$ cat src/rtl/mda_video_out.sv
// MDA output stage: 2-cycle pixel pipe with palette lookup and matched sync delay,
// plus a sync-timing measurement FSM reporting line length, frame height and lock.
module mda_video_out #(
    parameter int H_CNT_W = 12,
    parameter int V_CNT_W = 10,
    parameter int TIMEOUT = 4000
) (
    input  logic               clk,
    input  logic               reset_l,
    input  logic               hsync_in,
    input  logic               vsync_in,
    input  logic               de_in,
    input  logic               video_in,
    input  logic               intensity_in,
    input  logic [1:0]         palette,
    output logic [7:0]         r,
    output logic [7:0]         g,
    output logic [7:0]         b,
    output logic               hsync_o,
    output logic               vsync_o,
    output logic               de_o,
    output logic [H_CNT_W-1:0] line_clocks,
    output logic [V_CNT_W-1:0] frame_lines,
    output logic               locked,
    output logic               fsm_state
);

    typedef enum logic {WAIT_V = 1'b0, MEASURE = 1'b1} state_t;

    localparam logic [H_CNT_W-1:0] H_MAX = {H_CNT_W{1'b1}};
    localparam logic [V_CNT_W-1:0] V_MAX = {V_CNT_W{1'b1}};

    state_t             state;
    logic               hs_prev, vs_prev;
    logic               s1_hs, s1_vs, s1_de, s1_video, s1_int;
    logic [1:0]         active_pal;
    logic [23:0]        normal, bright, pix_rgb;
    logic [H_CNT_W-1:0] hcnt, prev_clocks, clocks_now;
    logic [V_CNT_W-1:0] vcnt, prev_lines, lines_now, vcnt_inc;
    logic               prev_valid;
    logic               hs_rise, vs_rise, timeout;

    assign hs_rise  = hsync_in & ~hs_prev;
    assign vs_rise  = vsync_in & ~vs_prev;
    assign timeout  = (hcnt == H_CNT_W'(TIMEOUT));
    assign vcnt_inc = (vcnt == V_MAX) ? vcnt : vcnt + V_CNT_W'(1);
    // A coincident hsync rise is counted before the frame is latched.
    assign lines_now  = hs_rise ? vcnt_inc : vcnt;
    assign clocks_now = hs_rise ? hcnt : line_clocks;
    assign fsm_state  = state;

    always_comb begin
        normal = 24'h00AA00;
        bright = 24'h00FF00;
        case (active_pal)
            2'd1:    begin normal = 24'hAA6E00; bright = 24'hFFB000; end
            2'd2:    begin normal = 24'hAAAAAA; bright = 24'hFFFFFF; end
            2'd3:    begin normal = 24'hC0C0C0; bright = 24'hFFFFFF; end
            default: ;
        endcase
        if (!s1_de || !s1_video) pix_rgb = 24'h000000;
        else if (s1_int)         pix_rgb = bright;
        else                     pix_rgb = normal;
    end

    always_ff @(posedge clk) begin
        if (!reset_l) begin
            s1_hs      <= 1'b0;
            s1_vs      <= 1'b0;
            s1_de      <= 1'b0;
            s1_video   <= 1'b0;
            s1_int     <= 1'b0;
            r          <= 8'd0;
            g          <= 8'd0;
            b          <= 8'd0;
            hsync_o    <= 1'b0;
            vsync_o    <= 1'b0;
            de_o       <= 1'b0;
            active_pal <= 2'd0;
        end else begin
            s1_hs      <= hsync_in;
            s1_vs      <= vsync_in;
            s1_de      <= de_in;
            s1_video   <= video_in;
            s1_int     <= intensity_in;
            {r, g, b}  <= pix_rgb;
            hsync_o    <= s1_hs;
            vsync_o    <= s1_vs;
            de_o       <= s1_de;
            // Palette only switches at frame start so a change never tears.
            if (vs_rise) active_pal <= palette;
        end
    end

    always_ff @(posedge clk) begin
        if (!reset_l) begin
            state       <= WAIT_V;
            hs_prev     <= 1'b0;
            vs_prev     <= 1'b0;
            hcnt        <= '0;
            vcnt        <= '0;
            line_clocks <= '0;
            frame_lines <= '0;
            locked      <= 1'b0;
            prev_lines  <= '0;
            prev_clocks <= '0;
            prev_valid  <= 1'b0;
        end else begin
            hs_prev <= hsync_in;
            vs_prev <= vsync_in;
            if (hs_rise)           hcnt <= H_CNT_W'(1);
            else if (hcnt != H_MAX) hcnt <= hcnt + H_CNT_W'(1);
            vcnt <= vs_rise ? '0 : lines_now;

            if (timeout) begin
                state       <= WAIT_V;
                locked      <= 1'b0;
                line_clocks <= '0;
                frame_lines <= '0;
                prev_valid  <= 1'b0;
            end else begin
                case (state)
                    WAIT_V: begin
                        if (vs_rise) state <= MEASURE;
                    end
                    MEASURE: begin
                        if (hs_rise) line_clocks <= hcnt;
                        if (vs_rise) begin
                            frame_lines <= lines_now;
                            prev_lines  <= lines_now;
                            prev_clocks <= clocks_now;
                            prev_valid  <= 1'b1;
                            locked      <= prev_valid && (lines_now == prev_lines) &&
                                           (clocks_now == prev_clocks);
                        end
                    end
                    default: state <= WAIT_V;
                endcase
            end
        end
    end

endmodule

$ cat config.mk
export PLATFORM = sky130hd
export DESIGN_NAME = mda_video_out
export DESIGN_NICKNAME = d
export VERILOG_FILES = /design/src/rtl/mda_video_out.sv
export SDC_FILE = /design/constraint.sdc
export NUM_CORES = 1
export LEC_CHECK = 0
export BUFFER_PORTS_ARGS = -buffer_cell sky130_fd_sc_hd__clkbuf_2
export CORE_ASPECT_RATIO = 1.4
export CORE_MARGIN = 5
export CORE_UTILIZATION = 45
export DETAILED_ROUTE_END_ITERATION = 7
export GPL_TIMING_DRIVEN = 0
export HOLD_SLACK_MARGIN = 0.03
export SLEW_MARGIN = 20
export SYNTH_ARGS = -nofsm -noshare
export SYNTH_HDL_FRONTEND = slang
export SYNTH_SLANG_ARGS = --single-unit
$ cat constraint.sdc
create_clock -name clk -period 3.4 [get_ports clk]
set_input_delay 0.68 -clock clk [delete_from_list [all_inputs] [get_ports clk]]
set_output_delay 0.68 -clock clk [all_outputs]
set_load 0.03 [all_outputs]
**After elaboration in Yosys (flattened, before gate mapping)**

Cells that the tools add are included.

- Register bits: 103
- Bits of input ports: 9
- Output and inout bits: 51
- Logic and storage cells: 61

- Add/sub/neg operators: 2
- Equality and inequality tests: 8
- Multiplexer cells: 10
- Bitwise operators: 6
- Reduce and logical (&&, ||, !) cells: 13

Operator list:

| operator | count |
|---|---|
| 24-bit one-hot mux with 3 select lines | 1 |
| 24-bit one-hot mux with 2 select lines | 1 |
| 24-bit 2-to-1 mux | 1 |
| 10-bit 2-to-1 mux | 2 |
| 12-bit by 1-bit adder with 12-bit output (second input constant) | 1 |
| 12-bit == test | 1 |
| 12-bit == test (second input constant) | 1 |
| 12-bit 2-to-1 mux | 1 |
| 12-bit inequality test (second input constant) | 1 |
| 10-bit by 1-bit adder with 10-bit output (second input constant) | 1 |
| 10-bit == test | 1 |
| 10-bit == test (second input constant) | 1 |
| 2-bit OR reduction | 5 |
| 2-bit == test (second input constant) | 2 |
| 1-bit 2-to-1 mux | 4 |
| 1-bit inverter | 4 |
| 3-bit AND reduction | 1 |
| 1-bit AND | 2 |
| 2-bit by 1-bit == test with 1-bit output (second input constant) | 1 |
| 1-bit logical AND | 2 |
| 1-bit logical NOT | 2 |
| 2-bit AND reduction | 1 |
| 2-bit nonzero test | 1 |
| 1-bit logical OR | 1 |

**Longest topological paths before layout**

- Word-level depth: 6
- Mapped depth: 10
- Mapped depth without buffers: 9

**Worst setup path after synthesis**

OpenSTA, ideal clock, no wires.

- Path kind: input-to-reg
- Start: input port hsync_in
- End: register locked
- Library setup time: 69 ps
- Arrival time: 2,701 ps
- Required time: 3,331 ps
- Path slack: 630 ps
- Stages on the path: 8
- Path buffers: 1
- Cells stage by stage: nor2b_1 -> clkbuf_1 -> and3_4 -> mux2_4 -> xor2_1 -> or4_1 -> or4_1 -> o21ai_1

- Word-level cells in the longest chain between the ends: 5
- Elaborated cells on any way between the ends: 7
- Those cells by class: eq/ne (2); mux (2); bitwise (1); reduce/logical (2)

Ends and longest elaborated chain:

| what | line | source |
|---|---|---|
| from (decl) | 10 | `input logic hsync_in,` |
| 1-bit AND (*) | 43 | `assign hs_rise = hsync_in & ~hs_prev;` |
| 10-bit 2-to-1 mux | 48 | `assign lines_now = hs_rise ? vcnt_inc : vcnt;` |
| 10-bit == test | 133 | `locked <= prev_valid && (lines_now == prev_lines) &&` |
| 1-bit logical AND | 133 |  |
| 1-bit logical AND (*) | 133 |  |
| to (signal assigned) | 133 |  |
| to (decl) | 24 | `output logic locked,` |

Mark *: on every way between the ends. The rest lies on a longest branch, timed or not.
A chain may end at the register's enable or synchronous reset.

**Final worst setup path**

- Start: register vcnt[1]
- End: register locked

- Word-level cells in the longest chain between the ends: 6
- Elaborated cells on any way between the ends: 7
- Those cells by class: add/sub (1); eq/ne (2); mux (2); reduce/logical (2)

Ends and longest elaborated chain:

| what | line | source |
|---|---|---|
| from (decl) | 39 | `logic [V_CNT_W-1:0] vcnt, prev_lines, lines_now, vcnt_inc;` |
| from (signal assigned) | 113 | `vcnt <= vs_rise ? '0 : lines_now;` |
| 10-bit by 1-bit adder with 10-bit output / 10-bit == test (equally long branches) | 46 | `assign vcnt_inc = (vcnt == V_MAX) ? vcnt : vcnt + V_CNT_W'(1);` |
| 10-bit 2-to-1 mux | 46 |  |
| 10-bit 2-to-1 mux (*) | 48 |  |
| 10-bit == test (*) | 133 |  |
| 1-bit logical AND (*) (2 in series) | 133 |  |

Marks and branches as above.

==> impl_metrics.csv <==
group,metric,value,unit
worst_setup_path,cp.required,3.68,ns
detailed_routing,via_count,3715,
placement,gp_congestion,0.872,
worst_setup_path,critical_path_class,"register to register",
global_route,grt_max_degree,18,
clocking,clock_sinks,94,
sta,fin_crit,3.04,ns
global_route,antenna_found_initial,0,
power_and_ir_drop,p_per_area,466,nW/µm²
clocking,cts_buffer_depth,2,
clocking,ctsResizeCount,0,
run_status,status,"completed",
min_path,hold_path_end,"frame_lines[2]",
worst_setup_path,cpPeakStageDelay,0.56,ns
clocking,cts_hold_buf,0,
sta,skew,0.00622,ns
sta,rsz0062_at_grt,"false",
finish,regArea,1880,µm²
finish,diodes,0,
synth,synthCells,501,
floorplanning,rows,42,
finish,areaGrowthSynthToFinish,16.9,%
synth,avgSynthCellArea,8.65,µm²
placement,dp_hpwl,8.49,mm
synth,yosysUniqueCellTypes,57,
power_and_ir_drop,power,2360,µW
job,maxCapViolCount,0,
floorplanning,die_x,93.0,µm
synth,synthesis.nets,519,
clocking,cts_setup_buffers,0,
sta,setup_viol,0,
synth,syn_area,4340,µm²
placement,port-buffer-count,58,
finish,nNetsFinal,588,
sta,tns,0,ns
sta,slew_viol_final,0,
finish,layout-drive-gt1-share,16.5,%
floorplanning,die_h,126,µm
min_path,holdPathStages,2,
clocking,cts_root_buf,"clkbuf_16",
worst_setup_path,r2r-start,"vcnt[1]",
detailed_routing,initialDrtViolationCount,184,
worst_setup_path,ff2ff_setup_slack,0.36,ns
synth,ys_seq_elements,94,
sta,max_slew.worst_pin.slew,0.994,ns
detailed_routing,routed_wl,11.1,mm
worst_setup_path,worstPathBufferInverterCount,0,
synth,yosysWarnings,0,
detailed_routing,first_pass_iters,4,
power_and_ir_drop,peakVddDrop,298,µV
worst_setup_path,timing.rr.end,"locked",
detailed_routing,via_per_inst,5.42,
floorplanning,initial_core_util,45.8,%
finish,multi_input_comb_area,2240,µm²
finish,num-fill-cells,915,
detailed_routing,ant_nets,0,
synth,synthArstFlopShare,0,%
clocking,clock_latency,0.34,ns
finish,final_cell_mix,"dfxtp_1 (94), nand2_1 (64), clkbuf_2 (58)",
min_path,hp-class,"register to register",
global_route,track_usage,19.5,%
clocking,path_clk_slew,0.07,ns
global_route,gr-total-overflow,0,
worst_setup_path,crit_path_max_fanout,6,
detailed_routing,avgRoutedWirePerCell,16.3,µm
global_route,grt_pass1_vias,3442,
floorplanning,io-pin-count,60,
finish,layout_commonest_cell,"dfxtp_1",
sta,fmax,329,MHz
clocking,htreeDepth,3,
worst_setup_path,critical_path.slowest_cell,"or4_1",
worst_setup_path,cp_cell_sequence,"ha_1, and4_4, and3_4, mux2_4, xor2_1, or4_1, or4_1, o21ai_1",
global_route,grt_first_pass_wirelength,17.8,mm
synth,ys_seq_area_share,43.4,%
clocking,cts_inserted_buffers,9,
power_and_ir_drop,power.leakage,0.00219,µW
sta,final.period_utilization,89.4,%
worst_setup_path,crit_path_start_kind,"register",
clocking,cts_tree,"built",
synth,ys.flop_type,"dfxtp_1",
worst_setup_path,cp_data_arrival_time,3.32,ns
floorplanning,core_region_area,9460,µm²
worst_setup_path,cp_top_family,"simple AND/OR/NAND/NOR gates",
synth,synth_edf_count,0,
floorplanning,die_area,11700,µm²
detailed_routing,drc,0,
worst_setup_path,reg2reg_depth,8,
sta,slew_headroom,33.4,%
worst_setup_path,crit_path_end_kind,"register",
sta,hold_violations,0,
min_path,hp-start,"frame_lines[2]",
worst_setup_path,path_common_cell,"or4_1",
-- how the worst max path moves through the flow --
stage | from | end | slack [ns] | cells past startpoint
after global routing | vcnt[1] | locked | 0.25 | 8
after detailed placement | hsync_in | locked | 0.19 | 9
after floorplan | hsync_in | locked | 0.63 | 8
after global placement | hsync_in | locked | 0.18 | 9
after CTS | vcnt[1] | locked | 0.38 | 8
final | vcnt[1] | locked | 0.36 | 8
-- cell type report --
cell class              count  area share [%]
clock buffers               9            4.44
inverters                  13           0.962
plain buffers              32            3.31
well taps                 110            2.71
repair buffers             58            5.73
clock inverters             7            1.60
flip-flops and latches     94            37.1
multi-input cells         362            44.1
-- worst min-delay path: cells and delay by family, from the launching register on --
family	cells	cell delay [ns]
flops	1	0.31
compound gates	1	0.05
simple gates	1	0.05
-- layer usage --
| metal | track usage (%) | wire (µm) |
|---|---|---|
| met5 | 0 | 0 |
| met4 | 11.7 | 566 |
| met3 | 2.92 | 404 |
| met2 | 32.9 | 5390 |
| met1 | 23.0 | 4770 |
-- per-stage QoR --
stage	util [%]	hold WS [ns]	area, µm²	instances	setup WS (ns)
global route	53.6	0.473	5070	685	0.252
floorplan	-	0.440	4340	501	0.630
finish	53.6	0.453	5070	685	0.359
CTS	53.6	0.456	5070	685	0.378
detailed placement	50.4	0.447	4760	669	0.193
global placement	50.4	0.444	4760	669	0.177
-- registers in the layout, indices dropped and copies added, names as in the netlist, 2 cells and up --
name,flops
hcnt,12
line_clocks,12
vcnt,10
frame_lines,10
r,4
active_pal,2
g,7
prev_lines,10
prev_clocks,12
b,4
-- synth_stat cells (2+ instances only) --
cell       instances  area [µm²]
xnor2_1           17         149
o311ai_0           2        17.5
ha_1               9         113
nand4_1            6        37.5
and3_1             4        25.0
a211oi_1           4        30.0
a31oi_1            5        31.3
o2111ai_1          3        26.3
nor4_1             6        37.5
o31ai_1            2        15.0
nand3b_1           2        15.0
o21ai_0            7        35.0
clkbuf_1          19        71.3
o21a_1             3        22.5
a21oi_1           36         180
o211a_1           16         160
nor2b_1           13        81.3
dfxtp_1           94        1880
mux2i_1           17         170
inv_1             13        48.8
and3_2             2        15.0
nand2_1           64         240
xor2_1             8        70.1
or4_1              2        15.0
and2_1             9        56.3
nor3_1             8        40.0
nor2_1            57         214
o211ai_1           4        30.0
nand2b_1           6        37.5
a21boi_0           8        60.1
buf_2              2        10.0
nor4bb_1           2        20.0
buf_4             10        75.1
or3_1              2        12.5
nand3_1           17        85.1
-- logic make-up (layout without fill, tap and decap cells) --
family	after synthesis	in the layout	share of synthesized area, %
xor+xnor	25	25	5.05
compound gates	101	101	16.1
simple gates	209	209	23.5
flops	94	94	43.4
fa+ha+maj	9	9	2.60
mux	18	18	4.27
buf+inv	45	119	4.99
-- where the power goes --
group,leakage (µW),internal (µW),switching (µW),total [µW]
combinational,0.00128,65.7,117,183
clock,0.000152,582,453,1030
sequential,0.000762,1120,22.7,1150
Note: power is estimated with default switching activity, not from simulation.
